==> config.mk <==
export PLATFORM = sky130hd
export DESIGN_NAME = c17_lane_pipe
export DESIGN_NICKNAME = d
export VERILOG_FILES = /design/src/rtl/c17_pkg.sv /design/src/rtl/c17_pipe_stage.sv /design/src/rtl/c17_lane_pipe.sv
export SDC_FILE = /design/constraint.sdc
export NUM_CORES = 1
export LEC_CHECK = 0
export CORE_ASPECT_RATIO = 2
export CORE_MARGIN = 4
export CORE_UTILIZATION = 49
export DETAILED_ROUTE_END_ITERATION = 7
export PLACE_DENSITY = 0.79
export SLEW_MARGIN = 40
export SYNTH_ARGS = -nofsm -noshare
export SYNTH_HDL_FRONTEND = slang
export SYNTH_HIERARCHICAL = 1
export SYNTH_SLANG_ARGS = --single-unit
==> constraint.sdc <==
create_clock -name clk -period 2.33 [get_ports clk]
set_clock_uncertainty 0.1 [all_clocks]
set_input_delay 0.466 -clock clk [delete_from_list [all_inputs] [get_ports clk]]
set_output_delay 0.466 -clock clk [all_outputs]
set_load 0.005 [all_outputs]
==> src/rtl/c17_pkg.sv <==
// c17_pkg: shared widths, lane types and the c17 NAND evaluator.
//   C17_IN_W   bits per lane input  {nx6, nx2, test[2], test[1], test[0]}
//   C17_OUT_W  bits per lane output {nx23, nx22}
//   c17_eval   six-NAND2 c17 netlist, gate for gate
package c17_pkg;

  localparam int unsigned C17_IN_W  = 5;
  localparam int unsigned C17_OUT_W = 2;

  typedef logic [C17_IN_W-1:0]  lane_in_t;
  typedef logic [C17_OUT_W-1:0] lane_out_t;

  function automatic lane_out_t c17_eval(input lane_in_t lane_in);
    logic t0, t1, t2, nx2, nx6;
    logic n0, n1, n2, n3;
    {nx6, nx2, t2, t1, t0} = lane_in;
    n0 = ~(t2 & t0);
    n1 = ~(t0 & nx6);
    n2 = ~(t1 & n1);
    n3 = ~(nx2 & n1);
    return {~(n3 & n2), ~(n0 & n3)};
  endfunction

endpackage

==> src/rtl/c17_pipe_stage.sv <==
// c17_pipe_stage: one valid/data register slice of the result pipeline.
//   clk, rst   rising-edge clock, asynchronous active-high reset
//   up_valid   upstream beat valid
//   up_data    upstream beat payload
//   dn_ready   downstream slice (or consumer) can take a beat
//   rdy        this slice can take a beat: empty, or draining this cycle
//   valid      slice holds a beat
//   data       slice payload
module c17_pipe_stage #(
  parameter int unsigned W = 8
) (
  input  logic         clk,
  input  logic         rst,
  input  logic         up_valid,
  input  logic [W-1:0] up_data,
  input  logic         dn_ready,
  output logic         rdy,
  output logic         valid,
  output logic [W-1:0] data
);

  logic         valid_d, valid_q;
  logic [W-1:0] data_d,  data_q;

  // Payload only moves with a valid beat, so idle input garbage never
  // reaches the register and a drained slice keeps its last value.
  always_comb begin
    rdy     = ~valid_q | dn_ready;
    valid_d = valid_q;
    data_d  = data_q;
    if (rdy) begin
      valid_d = up_valid;
      if (up_valid) begin
        data_d = up_data;
      end
    end
  end

  always_ff @(posedge clk or posedge rst) begin
    if (rst) begin
      valid_q <= 1'b0;
      data_q  <= '0;
    end else begin
      valid_q <= valid_d;
      data_q  <= data_d;
    end
  end

  assign valid = valid_q;
  assign data  = data_q;

endmodule

==> src/rtl/c17_lane_pipe.sv <==
// c17_lane_pipe: LANES parallel c17 evaluators feeding a STAGES-deep
// valid/ready pipeline, with a MISR signature and saturating beat counter
// over every delivered result beat.
//   clk, rst    rising-edge clock, asynchronous active-high reset
//   in_valid    in_data beat offered
//   in_ready    beat accepted this cycle when in_valid is high
//   in_data     lane k = in_data[5k+4:5k] = {nx6,nx2,t2,t1,t0}
//   out_valid   out_data holds a result beat
//   out_ready   consumer takes the beat this cycle
//   out_data    lane k = out_data[2k+1:2k] = {nx23,nx22}
//   sig_clear   synchronous clear of sig/beat_cnt (a same-cycle beat seeds them)
//   sig         MISR signature of delivered beats
//   beat_cnt    delivered beats, saturating at 16'hFFFF
module c17_lane_pipe
  import c17_pkg::*;
#(
  parameter int unsigned        LANES  = 4,
  parameter int unsigned        STAGES = 2,
  parameter logic [2*LANES-1:0] POLY   = 8'hB8
) (
  input  logic                  clk,
  input  logic                  rst,
  input  logic                  in_valid,
  output logic                  in_ready,
  input  logic [5*LANES-1:0]    in_data,
  output logic                  out_valid,
  input  logic                  out_ready,
  output logic [2*LANES-1:0]    out_data,
  input  logic                  sig_clear,
  output logic [2*LANES-1:0]    sig,
  output logic [15:0]           beat_cnt
);

  localparam int unsigned SIGW = 2 * LANES;

  logic [SIGW-1:0] eval_data;

  for (genvar k = 0; k < LANES; k++) begin : g_lane
    assign eval_data[C17_OUT_W*k +: C17_OUT_W] = c17_eval(in_data[C17_IN_W*k +: C17_IN_W]);
  end

  // Each slice owns its handshake nets so the combinational ready chain
  // runs through distinct signals rather than bits of one shared vector.
  for (genvar i = 0; i < STAGES; i++) begin : g_stage
    logic            up_valid;
    logic [SIGW-1:0] up_data;
    logic            dn_ready;
    logic            rdy;
    logic            valid;
    logic [SIGW-1:0] data;

    if (i == 0) begin : g_head
      assign up_valid = in_valid;
      assign up_data  = eval_data;
    end else begin : g_body
      assign up_valid = g_stage[i-1].valid;
      assign up_data  = g_stage[i-1].data;
    end

    if (i == STAGES - 1) begin : g_tail
      assign dn_ready = out_ready;
    end else begin : g_mid
      assign dn_ready = g_stage[i+1].rdy;
    end

    c17_pipe_stage #(.W(SIGW)) u_stage (
      .clk      (clk),
      .rst      (rst),
      .up_valid (up_valid),
      .up_data  (up_data),
      .dn_ready (dn_ready),
      .rdy      (rdy),
      .valid    (valid),
      .data     (data)
    );
  end

  assign in_ready  = g_stage[0].rdy;
  assign out_valid = g_stage[STAGES-1].valid;
  assign out_data  = g_stage[STAGES-1].data;

  logic            deliver;
  logic [SIGW-1:0] sig_d, sig_q;
  logic [15:0]     beat_cnt_d, beat_cnt_q;

  always_comb begin
    deliver    = out_valid & out_ready;
    sig_d      = sig_q;
    beat_cnt_d = beat_cnt_q;
    if (sig_clear) begin
      sig_d      = deliver ? out_data : '0;
      beat_cnt_d = deliver ? 16'd1 : '0;
    end else if (deliver) begin
      sig_d = {sig_q[SIGW-2:0], 1'b0} ^ (sig_q[SIGW-1] ? POLY : '0) ^ out_data;
      if (beat_cnt_q != '1) begin
        beat_cnt_d = beat_cnt_q + 16'd1;
      end
    end
  end

  always_ff @(posedge clk or posedge rst) begin
    if (rst) begin
      sig_q      <= '0;
      beat_cnt_q <= '0;
    end else begin
      sig_q      <= sig_d;
      beat_cnt_q <= beat_cnt_d;
    end
  end

  assign sig      = sig_q;
  assign beat_cnt = beat_cnt_q;

endmodule
# Yosys cells after proc, flatten, opt, wreduce, memory -nomap -nowiden
# Index checks and enable logic that the tools add are counted.
# totals
ff_bits,42
input_bits,25
out_inout_bits,34
# op_classes
addsub,1
eq_ne,1
mux,8
bitwise_logic,55
n_reduce_logical,5
# ops
op,count
16-bit 2-to-1 mux,3
8-bit 2-to-1 mux,4
1-bit inverter,26
1-bit AND,25
16-bit by 1-bit adder with 16-bit output (second input constant),1
16-bit inequality test (second input constant),1
8-bit XOR,2
2-bit AND reduction,3
2-bit nonzero test,2
1-bit bitwise OR,2
1-bit 2-to-1 mux,1

# Depth between registers and ports, before layout
# depth
depth_word,6
mapped_depth,7
depth_no_buf,5

# By module
# The synthesis kept the hierarchy.
# by_module_without_submodules
module,instances,cells_per_inst,area_per_inst_um2,seq_area_each_um2
c17_lane_pipe,1,164,1497.7,600.6
c17_pipe_stage,2,21,389.1,225.2

# Worst setup path after synthesis
# Ideal clock, no wire load.
# synth_path
kind,flip-flop to flip-flop
from,reg beat_cnt_q[0] (netlist: beat_cnt[0])
to,reg beat_cnt_q[6] (netlist: beat_cnt[6])
setup_ps,125
arrival_time_ps,1622
path_slack_ps,483
path_stages_with_launch,7
n_path_buf,1
path_cell_list,dfrtp_1 ha_1 nand3_2 and4bb_4 buf_6 nor4_1 mux2_2
# synth_via
elab_chain_cells,4
# synth_rtl
item,line,source
start: declaration,c17_lane_pipe.sv:84,"logic [15:0] beat_cnt_d, beat_cnt_q;"
start signal: assignment,c17_lane_pipe.sv:107,beat_cnt_q <= beat_cnt_d;
16-bit by 1-bit adder with 16-bit output,c17_lane_pipe.sv:96,beat_cnt_d = beat_cnt_q + 16'd1;
16-bit 2-to-1 mux,c17_lane_pipe.sv:95,if (beat_cnt_q != '1) begin
16-bit 2-to-1 mux,c17_lane_pipe.sv:93,end else if (deliver) begin
16-bit 2-to-1 mux,c17_lane_pipe.sv:90,if (sig_clear) begin
# Parallel ways exist; a longest one is shown, timed or not. The select of a mux whose other input is x is not followed.
# A chain may end at the register's enable or synchronous reset.

# Worst setup path in the final report
# layout_path
from,in out_ready
to,out in_ready
# layout_via
elab_chain_cells,2
# layout_rtl
item,line,source
start: declaration,c17_lane_pipe.sv:27,"input logic out_ready,"
1-bit bitwise OR,c17_pipe_stage.sv:28,rdy = ~valid_q | dn_ready;
via g_stage[0].dn_ready,c17_lane_pipe.sv:47,logic dn_ready;
1-bit bitwise OR,c17_pipe_stage.sv:28,
end: declaration,c17_lane_pipe.sv:24,"output logic in_ready,"
# The timed path passes the listed nets, and every way through them passes these cells.

==> qor.txt <==
Run status = finished, final reports clean
H-Tree Level Count = 2
Starting DRC count in detailed routing = 42
Power density over cell area = 697 nW/um2
Vias in the first global route = 1853
Reg2reg path depth = 5
Routed wire length per instance = 15.9 um
Final setup vio count = 0
Chain of cells forming the critical path = clkdlybuf4s50_1 > nand2b_4 > nand2b_4 > clkdlybuf4s50_1
TritonCTS clock tree = done
Filler Cells Inserted = 370
Mapped Avg Cell Area = 11.0 um2
Final critical-path setup slack = 0.0531 ns
Crit path max-delay cell type = clkdlybuf4s50_1
Placed inst area = 2930 um2
Number of flops mapped to enable cells by yosys = 0
TritonCTS buffer count = 5
Pin slew with the least headroom to its limit = 0.374 ns
Arrival time worst endpoint = 1.71 ns
Maximum number of pins on one net before global-route repair = 35
Number of input and output port buffers inserted = 58
Cell leakage power = 0.00125 uW
Antenna violations before repair = 0
Stage delay of the slowest cell on the critical path = 0.50 ns
Total of flip-flops plus latches after synthesis = 42
Normalized max-slew margin = 0.751
Area added between synthesis and finish = 33.6%
Share of post-route cells with drive strength above 1 = 0.173
Vias per Instance = 5.72
Worst min-delay path class = input pin to asynchronous set/reset pin
Post-synthesis net count = 232
Die width = 56.2 um
Final Max Slew Viols = 0
Core area = 4420 um2
Initial cell density of the core = 0.514
Peak supply drop = 0.552 mV
CTS-repair resized insts = 0
Post-Syn Instances = 206
Final critical delay including setup and external delays = 2.28 ns
Layout Cell Area excl Fill = 3040 um2
Full die area = 5870 um2
Sum of negative setup slack = 0 ns
Post-placement setup slack = 0.0403 ns
Post-CTS Setup Bufs = 0
Leftover overflow at the end of global routing = 0
Fraction of registers with async set/reset = 1.00
Sinks on the clock net = 42
Final layout net count = 296
Overall die height = 104 um
Share of the cycle needed by the critical path after routing = 0.977
Final Wtd Congestion = 0.768
Worst path required time = 1.76 ns
Floorplan row count = 34
Total Power Consumption = 2120 uW
Detailed Route WL = 5170 um
Post-synthesis sequential area ratio = 0.462
Netlist cell types = 43
Number of hold violations in the final report = 0
Commonest non-fill, non-tap cells in the layout = 58 x clkdlybuf4s50_1, 42 x dfrtp_1, 19 x a21oi_1
Hold_ws = 0.397 ns
Inserted Diodes = 0
Number of search-and-repair iterations in the first detailed-routing pass = 4
Post-detailed-placement half-perimeter wirelength = 3950 um
Prevailing post-synth register cell = dfrtp_1
Worst-case clock buffer depth = 2
IO Pins = 59
Kind of start point of the critical path = input pin
Worst-path clk slew = 0.08 ns
CP Max Fanout = 2
Via Count = 1859
Post-detailed-route count of antenna-violating nets = 0
Most common library cell in the layout ignoring fill and taps = clkdlybuf4s50_1
Wire length of the first global-routing pass = 8720 um
Cell at the root of the clock tree = clkbuf_8
Area of the mapped netlist = 2280 um2
Remaining design rule violation count = 0
Global router's overall resource usage = 0.185
Critical path endpoint category = output pin
Max-capacitance violation count = 0
Synth warn = 6
RSZ-0062 raised after global routing = no
Worst-Skew Late Latency = 0.29 ns
Hold bufs inserted after CTS = 0
Category of the most critical setup path = input pin to output pin
Peak Freq = 439 MHz
path summary, 6_finish.rpt:
check / start / to / slack, ns
worst max-delay path: out_ready / in_ready / 0.05
worst min-delay path: rst / g_stage[0].u_stage/valid / 0.40
worst max register to register: beat_cnt[0] / beat_cnt[9] / 0.28
worst min register to register: g_stage[0].u_stage/data[7] / g_stage[0].u_stage/data[7] / 0.41
max in group asynchronous: rst / sig[6] / 1.40
min in group clk: g_stage[0].u_stage/data[7] / g_stage[0].u_stage/data[7] / 0.41
flip-flops by register name, summed over array words and instances, names as in the netlist:
| register | flops |
|---|---|
| beat_cnt | 16 |
| sig | 8 |
| g_stage.u_stage/valid | 2 |
| g_stage.u_stage/data | 16 |
worst max-delay path: cells and delay by family:
family | cells | cell delay, ns
buffers and inverters | 2 | 0.99
and+or+nand+nor | 2 | 0.25
metrics by stage:
step                       util  instances
after floorplan               -        206
after global placement    0.663        317
after detailed placement  0.663        317
after CTS                 0.687        325
after global routing      0.687        325
final                     0.687        325
Yosys cell counts, types with 2 or more instances:
master,number,area share
or3_1,5,0.014
and4_2,3,0.013
dfrtp_1,42,0.46
inv_1,5,0.0082
o21ai_0,14,0.031
nand2b_4,2,0.012
nand2_1,12,0.020
and4_1,3,0.012
nand3_1,3,0.0066
buf_2,2,0.0044
mux2_4,16,0.11
o21a_1,5,0.016
clkbuf_1,4,0.0066
a21oi_1,19,0.042
nand2b_1,7,0.019
xnor2_1,4,0.015
nor2b_1,3,0.0082
a22o_1,4,0.015
o22ai_1,2,0.0055
or4_1,5,0.016
o211ai_1,3,0.0099
nor4_1,2,0.0055
nor3_1,6,0.013
nand2_8,2,0.018
o31ai_1,6,0.020
nand4_1,6,0.016
nor2_1,4,0.0066
mux2_2,2,0.0099
kinds of logic (layout without fill, tap and decap cells):
logic type | after synthesis | in the layout | share of synthesized area
buffers and inverters | 14 | 79 | 0.0368
AO/OA/AOI/OAI | 56 | 56 | 0.152
adder cells (fa/ha/maj) | 1 | 1 | 0.00550
XOR/XNOR | 4 | 4 | 0.0154
multiplexers | 19 | 19 | 0.120
flip-flops | 42 | 42 | 0.462
AND/OR/NAND/NOR | 70 | 70 | 0.209
per-layer routing:
layer	track usage	part of all wire	routed length, um
met5	0	0	0
met4	0.0628	0.018	92
met3	0.0422	0.049	254
met2	0.362	0.57	2970
met1	0.182	0.36	1860
power breakdown:
group	total [uW]	switching [uW]	internal (uW)
logic	583	202	380
registers	966	126	840
clock network	571	255	316
total	2120	584	1540
area by class of cell:
class                   instances  area (um2)  area share
clock buffers                   5        68.8      0.0226
clock inverters                 3        40.0      0.0132
inverters                       5        18.8     0.00617
multi-input cells             150        1140       0.375
flip-flops and latches         42        1050       0.346
well taps                      54        67.6      0.0222
repair buffers                 66         653       0.215
Note: power is estimated with default switching activity, not from simulation.
